`config.mk`:
```
export PLATFORM = sky130hd
export DESIGN_NAME = flags_unit
export DESIGN_NICKNAME = d
export VERILOG_FILES = /design/src/rtl/cpu_pkg.sv /design/src/rtl/flags_stack.sv /design/src/rtl/flags_unit.sv
export SDC_FILE = /design/constraint.sdc
export NUM_CORES = 1
export LEC_CHECK = 0
export CAP_MARGIN = 20
export CORE_UTILIZATION = 56
export DETAILED_ROUTE_END_ITERATION = 16
export PLACE_DENSITY_LB_ADDON = 0.15
export SLEW_MARGIN = 10
export SYNTH_ARGS = -nofsm -noshare
export SYNTH_HDL_FRONTEND = slang
export SYNTH_SLANG_ARGS = --single-unit
```
`constraint.sdc`:
```
create_clock -name clk -period 5.4 [get_ports clk]
set_input_delay 1.35 -clock clk [delete_from_list [all_inputs] [get_ports clk]]
set_output_delay 1.35 -clock clk [all_outputs]
set_load 0.01 [all_outputs]
```
`src/rtl/cpu_pkg.sv`:
```
// rtl/cpu_pkg.sv - shared CPU flag positions, branch condition codes and condition evaluation
package cpu_pkg;

    localparam int FLAG_C = 0;
    localparam int FLAG_Z = 1;
    localparam int FLAG_N = 2;
    localparam int FLAG_V = 3;

    localparam int FLAGS_W             = 8;
    localparam int STACK_DEPTH_DEFAULT = 4;

    typedef enum logic [3:0] {
        COND_AL = 4'h0,
        COND_EQ = 4'h1,
        COND_NE = 4'h2,
        COND_CS = 4'h3,
        COND_CC = 4'h4,
        COND_MI = 4'h5,
        COND_PL = 4'h6,
        COND_VS = 4'h7,
        COND_VC = 4'h8,
        COND_HI = 4'h9,
        COND_LS = 4'hA,
        COND_GE = 4'hB,
        COND_LT = 4'hC,
        COND_GT = 4'hD,
        COND_LE = 4'hE,
        COND_NV = 4'hF
    } cond_e;

    // C is a borrow flag: C=1 means unsigned a<b after SUB/CMP, so HI is ~C&~Z.
    function automatic logic eval_cond(input logic [FLAGS_W-1:0] f, input logic [3:0] cc);
        logic c, z, n, v;
        logic r;
        c = f[FLAG_C];
        z = f[FLAG_Z];
        n = f[FLAG_N];
        v = f[FLAG_V];
        r = 1'b0;
        case (cond_e'(cc))
            COND_AL: r = 1'b1;
            COND_EQ: r = z;
            COND_NE: r = ~z;
            COND_CS: r = c;
            COND_CC: r = ~c;
            COND_MI: r = n;
            COND_PL: r = ~n;
            COND_VS: r = v;
            COND_VC: r = ~v;
            COND_HI: r = ~c & ~z;
            COND_LS: r = c | z;
            COND_GE: r = (n == v);
            COND_LT: r = (n != v);
            COND_GT: r = ~z & (n == v);
            COND_LE: r = z | (n != v);
            default: r = 1'b0;
        endcase
        return r;
    endfunction

endpackage

```
`src/rtl/flags_stack.sv`:
```
// rtl/flags_stack.sv - LIFO shadow stack for flags save/restore on interrupt entry/return
module flags_stack
    import cpu_pkg::*;
#(
    parameter int DEPTH = STACK_DEPTH_DEFAULT,
    parameter int W     = FLAGS_W
) (
    input  logic         clk,
    input  logic         rst_n,
    input  logic         push,
    input  logic         pop,
    input  logic [W-1:0] push_data,
    output logic [W-1:0] pop_data,
    output logic         pop_ok,
    output logic         full,
    output logic         empty,
    output logic         err
);

    localparam int AW = (DEPTH > 1) ? $clog2(DEPTH) : 1;
    localparam logic [AW:0] FULL_CNT = (AW+1)'(DEPTH);

    logic [W-1:0] mem [DEPTH];
    logic [AW:0]  count_q;
    logic [AW:0]  top_idx;
    logic         push_ok;
    logic         bad_req;
    logic         err_q;

    assign full    = (count_q == FULL_CNT);
    assign empty   = (count_q == '0);
    assign top_idx = count_q - 1'b1;

    // Simultaneous push and pop is treated as illegal: neither takes effect.
    assign push_ok = push & ~pop & ~full;
    assign pop_ok  = pop & ~push & ~empty;
    assign bad_req = (push & pop) | (push & full) | (pop & empty);

    assign pop_data = mem[top_idx[AW-1:0]];
    assign err      = err_q;

    always_ff @(posedge clk) begin
        if (!rst_n) begin
            count_q <= '0;
            err_q   <= 1'b0;
        end else begin
            err_q <= bad_req;
            if (push_ok) begin
                count_q <= count_q + 1'b1;
            end else if (pop_ok) begin
                count_q <= count_q - 1'b1;
            end
        end
    end

    // Storage is not reset; a cleared count makes stale entries unreachable.
    always_ff @(posedge clk) begin
        if (rst_n && push_ok) begin
            mem[count_q[AW-1:0]] <= push_data;
        end
    end

endmodule

```
`src/rtl/flags_unit.sv`:
```
// rtl/flags_unit.sv - CPU flags register with shadow stack and branch condition evaluation
module flags_unit
    import cpu_pkg::*;
#(
    parameter int STACK_DEPTH = STACK_DEPTH_DEFAULT
) (
    input  logic               clk,
    input  logic               rst_n,
    input  logic [FLAGS_W-1:0] alu_flags,
    input  logic               update_en,
    input  logic               sw_wr_en,
    input  logic [FLAGS_W-1:0] sw_wr_data,
    input  logic               push,
    input  logic               pop,
    input  logic [3:0]         cond_code,
    output logic [FLAGS_W-1:0] flags_q,
    output logic               cond_true,
    output logic               stack_full,
    output logic               stack_empty,
    output logic               stack_err
);

    logic [FLAGS_W-1:0] restore_data;
    logic               restore_ok;
    logic [FLAGS_W-1:0] flags_reg;

    // The stack captures the pre-edge register value, so a same-cycle update never leaks in.
    flags_stack #(
        .DEPTH (STACK_DEPTH),
        .W     (FLAGS_W)
    ) u_stack (
        .clk       (clk),
        .rst_n     (rst_n),
        .push      (push),
        .pop       (pop),
        .push_data (flags_reg),
        .pop_data  (restore_data),
        .pop_ok    (restore_ok),
        .full      (stack_full),
        .empty     (stack_empty),
        .err       (stack_err)
    );

    always_ff @(posedge clk) begin
        if (!rst_n) begin
            flags_reg <= '0;
        end else if (restore_ok) begin
            flags_reg <= restore_data;
        end else if (sw_wr_en) begin
            flags_reg <= sw_wr_data;
        end else if (update_en) begin
            flags_reg <= alu_flags;
        end
    end

    assign flags_q   = flags_reg;
    assign cond_true = eval_cond(flags_reg, cond_code);

endmodule

```
======== Yosys cells after proc, flatten, opt, wreduce, memory -nomap -nowiden ========
Memories as Yosys holds them, arrays and structs flattened.
Index checks and enable logic that the tools add are counted.
word-level totals
  flip-flop bits (word level) ............. 12
  bits in writable memories ............... 32
  input bits .............................. 26
  output and inout bits ................... 12
  word-level logic and storage cells ...... 57
  memories kept ........................... 1
operators by class
  $add $sub $neg .......................... 2
  equality and inequality tests ........... 17
  muxes and demuxes ....................... 8
  bitwise operators ....................... 21
  reduce and logical (&&, ||, !) cells .... 5
memory list
  memory       words  bits a word  rd ports  clocked after Yosys merged registers in  wr ports  line               text
  u_stack.mem  4      8            1         0                                        1         flags_stack.sv:23  logic [W-1:0] mem [DEPTH];
operators with widths
  cell                                                 count
  equality test 4 bit, second input constant           7
  2-to-1 mux 8 bit                                     3
  equality test 4 x 3 -> 1 bit, second input constant  4
  case mux 1 bit (15 select lines)                     1
  AND 1 bit                                            9
  equality test 4 x 2 -> 1 bit, second input constant  2
  inverter 1 bit                                       8
  2-to-1 mux 3 bit                                     2
  equality test 4 x 1 -> 1 bit, second input constant  1
  logical NOT 4 bit                                    1
  bitwise OR 1 bit                                     4
  adder 3 x 1 -> 3 bit, second input constant          1
  equality test 3 bit, second input constant           1
  logical NOT 3 bit                                    1
  nonzero test 3 bit                                   1
  subtractor 3 x 1 -> 3 bit, second input constant     1
  2-to-1 mux 1 bit                                     2
  nonzero test 2 bit                                   1
  equality test 1 bit                                  1
  logical AND 1 bit                                    1
  inequality test 1 bit                                1

======== Logic depth before layout (Yosys ltp) ========
Gate-level depths: netlist of the first run.
  word-level depth ........................ 6
  gate-level depth with buffers ........... 9

======== Modules after synthesis ========
Synthesis of the first run repeated with hierarchy kept, for this count alone.
unflattened totals
  cells, all modules ...................... 178
  area, all modules ....................... 2202.1 um^2
modules (own cells, without submodules)
  module       times used  cells each  area an instance (um^2)  seq. area each (um^2)
  flags_stack  1           87          1519.0                   1041.0
  flags_unit   1           91          683.2                    160.2

======== Worst setup path after synthesis of the first run ========
Ideal clock, no wire load.
  path kind ............................... input port to output port
  start point ............................. in cond_code[0]
  end point ............................... out cond_true
  data arrival time ....................... 2.324 ns
  setup slack ............................. 1.726 ns
  stages .................................. 5
  cell sequence ........................... buf_2 > mux2_2 > a22oi_1 > a22oi_1 > a221o_1
on the way
  longest elaborated chain between the ends .. 2
RTL lines
  item                                         line              text
  from (decl)                                  flags_unit.sv:15  input logic [3:0] cond_code,
  equality test 4 bit (tied with other cells)  cpu_pkg.sv:40     case (cond_e'(cc))
  case mux 1 bit (15 select lines) (*)         cpu_pkg.sv:40
  to (decl)                                    flags_unit.sv:17  output logic cond_true,
Every way passes the cells marked *; elsewhere a longest branch is shown, timed or not.

======== Final worst setup path of the first run ========
  start point ............................. in cond_code[1]
  end point ............................... out cond_true
Same word-level chain as after synthesis.

==> run_results.csv, run 1 <==
group,metric,value,unit
power,power.share.sequential,54.0,%
power,switching_power,0.196,mW
floorplanning,die_w,63.9,um
critical_path,timing.critical_path.from_type,"input port",
cells_and_area,drive_above_1_share,9.66,%
cells_and_area,multi_input_comb_area,857,um^2
synth,post_synth.cell_area_avg,12.4,um^2
placed_design,hpwl,2970,um
power,ir_worst_vdd,0.239,mV
cts,tritoncts_buffers,5,
cts,htree_levels,2,
floorplanning,die_h,63.9,um
sta,fin_hold_ws,0.534,ns
route,detailroute.via_count,1505,
sta,relSlewSlack,49.7,%
global_route,grt_usage,23.9,%
sta,finalClockSkew,0.00851,ns
floorplanning,floorplan.die_area,4080,um^2
critical_path,worst-path-max-fanout,11,
cts,clk_pin_slew,0.07,ns
cts,post-cts-setup-buffers,0,
cts,cts-hold-fix-buffers,0,
placed_design,portBuffers,37,
sta,max_freq,213,MHz
critical_path,worstSetupEndpointType,"output pin",
cells_and_area,post_layout_nonfiller_instances,255,
cells_and_area,layout.filler_cells,259,
sta,setup_total_negative_slack,0,ns
critical_path,r2r_setup_slk,2.57,ns
synth,ys_top_cells_by_area,"sky130_fd_sc_hd__edfxtp_1 45%, sky130_fd_sc_hd__dfxtp_1 11%, sky130_fd_sc_hd__mux4_2 8.4%",
synth,yosysWarningCount,0,
worst_hold_path,timing.hold.worst.class,"reg2reg",
cts,clockBufferDepth,2,
synth,number_of_flops_mapped_to_enable_cells_by_yosys,32,
cells_and_area,antenna_cells_inserted,0,
route,final_antenna_net_count,0,
power,power_density,292,nW/um^2
global_route,grt_first_pass_wirelength,7130,um
synth,yosys_register_bits,44,
synth,synth.yosys.seq_area_share,56.0,%
global_route,global_route.overflow_total,0,
cts,root_buffer,"sky130_fd_sc_hd__clkbuf_8",
cells_and_area,syn2layout_area_growth,20.7,%
critical_path,critPathArrivalTime,3.34,ns
synth,syn_inst,173,
critical_path,worst_ep_required_time,4.05,ns
synth,postSynthNetCount,205,
power,swShare,26.0,%
global_route,grt_start_max_net_pins,18,
job,drv_cap,0,
synth,async_s_r_ff_share_synth,0,%
synth,ys.flop_type,"sky130_fd_sc_hd__edfxtp_1",
cts,tritoncts,"built",
cells_and_area,num-nets-final,238,
synth,netlist_area_before_placement,2140,um^2
placed_design,global_placement_routability_congestion,0.828,
sta,fin_crit_sh,86.8,%
sta,rsz0062_at_grt,"false",
power,power.share.combinational,20.5,%
global_route,grt_pass1_vias,1516,
power,leakagePower,0.893,nW
cells_and_area,area_used_by_sequential_logic_in_the_layout,1200,um^2
floorplanning,placeable_core_area,3660,um^2
sta,slew_viol_final,0,
power,clock_network_fraction_of_design_power,25.4,%
route,wirelength,4450,um
synth,netlist.top_cell.by_area,"sky130_fd_sc_hd__edfxtp_1",
route,detail_route.drc_violations,0,
floorplanning,rows,22,
synth,synth_cell_type_count,37,
sta,finalHoldViolations,0,
route,route.detailed.vias_per_inst,5.90,
route,first_pass_detailed_route_iteration_total,4,
cells_and_area,final_cell_mix,"37 x sky130_fd_sc_hd__clkdlybuf4s50_1, 32 x sky130_fd_sc_hd__edfxtp_1, 19 x sky130_fd_sc_hd__nor2_1, 19 x sky130_fd_sc_hd__o21ai_0, 15 x sky130_fd_sc_hd__nand2_1",
floorplanning,io-pin-count,38,
route,detail_route.wl_per_cell,17.4,um
sta,worstMarginPinSlew,0.754,ns
cts,cts-resized-gates,0,
placed_design,placed_cells_incl_taps,247,
global_route,grt_antenna_before_repair,0,
power,internal_power_contribution,0.559,mW
cts,numClockSinks,44,
cells_and_area,layout_commonest_cell,"sky130_fd_sc_hd__clkdlybuf4s50_1",
route,drt-initial-drc-count,75,
floorplanning,initial_utilization,58.5,%
sta,report.final.setup_viol,0,
sta,min_period,4.69,ns
critical_path,setup.worst_path.class,"in2out",
synth,post_synth_top_area_share,44.8,%
cts,clk_latency,0.29,ns
run_status,status,"finished clean",
==> path summary, 6_finish.rpt <==
check                                   from                     endpoint  depth (start not counted)
max                             cond_code[1]                    cond_true                          6
min                  flags_q[6]$_SDFFE_PN0P_  u_stack.mem[0][6]$_DFFE_PP_                          0
max reg2reg  u_stack.count_q[0]$_SDFFE_PN0P_  u_stack.mem[3][6]$_DFFE_PP_                          5
min reg2reg          flags_q[6]$_SDFFE_PN0P_  u_stack.mem[0][6]$_DFFE_PP_                          0
==> state kept, by name (all words and copies together) (netlist names) <==
| name | count |
|---|---|
| u_stack.count_q | 3 |
| flags_q | 8 |
| u_stack.err | 1 |
| u_stack.mem | 32 |
==> metal layers <==
metal | global-route usage [%] | share of wire [%]
met1 | 29.3 | 42
met2 | 41.9 | 51
met3 | 4.82 | 5.5
met4 | 7.95 | 1.7
met5 | 0 | 0
==> synthesized netlist by cell type (all sizes together) (3+ instances only) <==
master / count
a211oi: 7
mux4: 8
dfxtp: 12
ha: 6
nor2b: 3
edfxtp: 32
buf: 8
nand2: 15
o21ai: 19
mux2i: 3
and3: 4
nand2b: 3
nor2: 19
inv: 5
clkbuf: 3
==> critical path, cell delays in order <==
cell                              delay [ns]
sky130_fd_sc_hd__clkdlybuf4s50_1        0.56
sky130_fd_sc_hd__and4_2                 0.30
sky130_fd_sc_hd__o31ai_1                0.28
sky130_fd_sc_hd__a22oi_1                0.11
sky130_fd_sc_hd__a221o_1                0.26
sky130_fd_sc_hd__clkdlybuf4s50_1        0.47
==> area by class of cell <==
| cell class | instances | share of cell area, % |
|---|---|---|
| inverters | 5 | 0.725 |
| repair buffers | 37 | 14.3 |
| flip-flops and latches | 44 | 46.4 |
| well taps | 48 | 2.32 |
| clock inverters | 1 | 0.145 |
| multi-input cells | 113 | 33.1 |
| clock buffers | 7 | 2.95 |
==> per-stage QoR <==
| step | instance area (um^2) | setup WS [ns] | power (mW) | util, % |
|---|---|---|---|---|
| 2_1_floorplan | 2140 | 1.73 | 0.509 | - |
| 3_3_place_gp | 2510 | 0.838 | 0.563 | 68.5 |
| 3_5_place_dp | 2510 | 0.747 | 0.570 | 68.5 |
| 4_1_cts | 2590 | 0.756 | 0.756 | 70.7 |
| 5_1_grt | 2590 | 0.621 | 0.787 | 70.7 |
| 6_report | 2590 | 0.712 | 0.755 | 70.7 |
==> logic make-up after synthesis <==
logic type,share of synthesized area [%]
AND/OR/NAND/NOR,12.8
flip-flops,56.0
AO/OA/AOI/OAI,12.2
buffers and inverters,3.97
multiplexers,10.3
adder cells (fa/ha/maj),3.50
XOR/XNOR,1.17
==> power by group through the flow <==
stage	clock, mW	combinational [mW]	sequential, mW
2_1_floorplan	0	0.104	0.406
3_3_place_gp	0	0.150	0.414
3_5_place_dp	0	0.154	0.416
4_1_cts	0.192	0.156	0.409
5_1_grt	0.206	0.169	0.412
6_report	0.192	0.155	0.408
Power figures use the tool's default switching activity.
==> run 2: changes to the inputs <==
--- a/config.mk
+++ b/config.mk
@@ -12,4 +12,5 @@
 export SLEW_MARGIN = 10
 export SYNTH_ARGS = -nofsm -noshare
 export SYNTH_HDL_FRONTEND = slang
+export SYNTH_HIERARCHICAL = 1
 export SYNTH_SLANG_ARGS = --single-unit
==> run 2 against run 1 <==
Net effect: area after synthesis increased by 2.7%; clock power increased by 25%; worst hold slack got worse by 0.0090 ns; maximum frequency decreased by 1.1%; first-iteration DRC count increased by 32%; via count increased by 2.7%; critical path depth unchanged; register-to-register slack improved by 0.07 ns; non-clock buffer count increased by 1; final area increased by 4.1%.
==> run_results.csv, run 2 <==
group,metric,value,unit
run_status,status,"finished clean",
worst_hold_path,timing.hold.worst.class,"reg2reg",
cts,clk_pin_slew,0.08,ns
job,drv_cap,0,
sta,worstMarginPinSlew,0.723,ns
sta,finalClockSkew,0.00689,ns
floorplanning,die_w,64.7,um
global_route,grt_start_max_net_pins,19,
global_route,grt_first_pass_wirelength,7110,um
route,final_antenna_net_count,0,
route,drt-initial-drc-count,99,
sta,relSlewSlack,51.7,%
synth,synth_commonest_cells,"32 x sky130_fd_sc_hd__edfxtp_1, 29 x sky130_fd_sc_hd__nand2_1, 12 x sky130_fd_sc_hd__dfxtp_1",
placed_design,cell_area_reported_after_detailed_placement,2580,um^2
critical_path,setup.worst_path.class,"in2out",
power,report.power.total,0.793,mW
floorplanning,initial_utilization,59.3,%
cells_and_area,drive_above_1_share,10.2,%
cells_and_area,final_cell_mix,"37 x sky130_fd_sc_hd__clkdlybuf4s50_1, 32 x sky130_fd_sc_hd__edfxtp_1, 29 x sky130_fd_sc_hd__nand2_1, 12 x sky130_fd_sc_hd__dfxtp_1",
route,route.detailed.vias_per_inst,5.87,
power,leakagePower,0.947,nW
cts,post-cts-setup-buffers,0,
sta,rsz0062_at_grt,"false",
synth,ys.flop_type,"sky130_fd_sc_hd__edfxtp_1",
synth,synth.yosys.seq_area_share,54.5,%
floorplanning,floorplan.die_area,4190,um^2
cts,root_buffer,"sky130_fd_sc_hd__clkbuf_8",
critical_path,worst_ep_required_time,4.05,ns
cts,tritoncts_buffers,5,
synth,yosys_register_bits,44,
route,detailroute.via_count,1545,
critical_path,critical_path.max_stage_delay,0.66,ns
sta,finalHoldViolations,0,
cells_and_area,antenna_cells_inserted,0,
sta,report.final.setup_viol,0,
critical_path,crit_path_max_delay_family,"buffers and inverters",
cells_and_area,largest_register_ffs,32,
critical_path,crit_slowest_cell,"sky130_fd_sc_hd__clkdlybuf4s50_1",
critical_path,worst-path-max-fanout,11,
critical_path,worstSetupEndpointType,"output pin",
synth,post_synth.cell_area_avg,12.4,um^2
synth,synthMostInstantiatedCell,"sky130_fd_sc_hd__edfxtp_1",
sta,slew_viol_final,0,
global_route,grt_usage,23.6,%
synth,syn_inst,178,
synth,async_s_r_ff_share_synth,0,%
synth,post_synth_top_area_share,43.6,%
power,ir_worst_vdd,0.180,mV
placed_design,place_worst_setup_slack,0.684,ns
global_route,grt_antenna_before_repair,0,
cts,clockBufferDepth,2,
sta,max_freq,211,MHz
floorplanning,rows,22,
cts,clk_latency,0.29,ns
critical_path,timing.critical_path.from_type,"input port",
global_route,global_route.overflow_total,0,
power,power_density,294,nW/um^2
critical_path,critPathArrivalTime,3.39,ns
sta,min_period,4.74,ns
cells_and_area,postLayoutCellArea,2690,um^2
placed_design,portBuffers,37,
synth,netlist.top_cell.by_area,"sky130_fd_sc_hd__edfxtp_1",
cells_and_area,syn2layout_area_growth,22.3,%
route,detail_route.wl_per_cell,16.7,um
cts,numClockSinks,44,
sta,slack_of_the_critical_path,0.660,ns
cts,tritoncts,"built",
cts,cts-hold-fix-buffers,0,
cts,htree_levels,2,
synth,netlist_area_before_placement,2200,um^2
critical_path,critPathBufInv,2,
synth,ys_top_cells_by_area,"sky130_fd_sc_hd__edfxtp_1 44%, sky130_fd_sc_hd__dfxtp_1 11%, sky130_fd_sc_hd__mux4_2 8.2%",
route,wirelength,4380,um
placed_design,hpwl,3070,um
floorplanning,placeable_core_area,3720,um^2
floorplanning,die_h,64.7,um
critical_path,path_cells,"clkdlybuf4s50_1 > nor4bb_1 > a31oi_1 > o2111ai_1 > o32a_1 > clkdlybuf4s50_1",
cells_and_area,layout_commonest_cell,"sky130_fd_sc_hd__clkdlybuf4s50_1",
route,detail_route.drc_violations,0,
synth,postSynthNetCount,209,
cells_and_area,layout.filler_cells,262,
synth,number_of_flops_mapped_to_enable_cells_by_yosys,32,
critical_path,cp_common_cell,"sky130_fd_sc_hd__clkdlybuf4s50_1",
synth,synth_cell_type_count,41,
sta,fin_crit_sh,87.8,%
placed_design,global_placement_routability_congestion,0.881,
synth,yosysWarningCount,6,
global_route,grt_pass1_vias,1519,
sta,setup_total_negative_slack,0,ns
route,first_pass_detailed_route_iteration_total,4,
cts,cts-resized-gates,0,
floorplanning,io-pin-count,38,
cells_and_area,num-nets-final,245,
## run 2: area by class of cell
type | count | area [um^2] | area share (%)
Sequential cell | 44 | 1200 | 44.6
Clock buffer | 6 | 72.6 | 2.70
Inverter | 5 | 18.8 | 0.697
Multi-Input combinational cell | 120 | 927 | 34.4
Clock inverter | 2 | 35.0 | 1.30
Timing Repair Buffer | 38 | 378 | 14.0
Tap cell | 48 | 60.1 | 2.23
## run 2: report_power, final
part           switching (mW)  internal (mW)  leakage (nW)  total, mW
Clock                   0.103          0.137        0.0552      0.240
Combinational          0.0656         0.0843         0.498      0.150
Sequential             0.0235          0.379         0.394      0.403
## run 2: logic make-up (layout without fill, tap and decap cells)
group,count (synthesis),count (layout),synth area share (%)
simple gates,56,56,12.6
flops,44,44,54.5
compound gates,37,37,12.0
mux,19,19,13.4
buf+inv,14,51,3.35
fa+ha+maj,5,5,2.84
xor+xnor,3,3,1.19
## run 2: worst paths after layout
check / startpoint / endpoint / slack [ns] / depth (start not counted)
setup reg to reg: u_stack/count_q[0]$_SDFFE_PN0P_ / u_stack/mem[0][4]$_DFFE_PP_ / 2.64 / 5
setup / recovery: cond_code[0] / cond_true / 0.66 / 6
hold reg to reg: flags_q[5]$_SDFFE_PN0P_ / flags_q[5]$_SDFFE_PN0P_ / 0.52 / 2
hold / removal: flags_q[5]$_SDFFE_PN0P_ / flags_q[5]$_SDFFE_PN0P_ / 0.52 / 2
## run 2: worst min-delay path: stages (launching register included)
cell and delay (ns):
sky130_fd_sc_hd__dfxtp_1 0.35, sky130_fd_sc_hd__nand2_1 0.07, sky130_fd_sc_hd__a21boi_1 0.05
## run 2: routing by layer
layer	vias to the layer above	wire, um	global-route usage, %
met3	7	264	5.81
met2	59	2260	39.8
met5	-	0	0
met1	750	1790	29.4
li1	729	-	-
met4	0	63	7.78
## run 2: stage by stage
stage / hold slack [ns] / cells / util [%]
after floorplan: 0.511 / 178 / -
after global placement: 0.488 / 254 / 69.4
after detailed placement: 0.520 / 254 / 69.4
after CTS: 0.530 / 262 / 72.3
after global routing: 0.554 / 263 / 72.5
final: 0.525 / 263 / 72.5
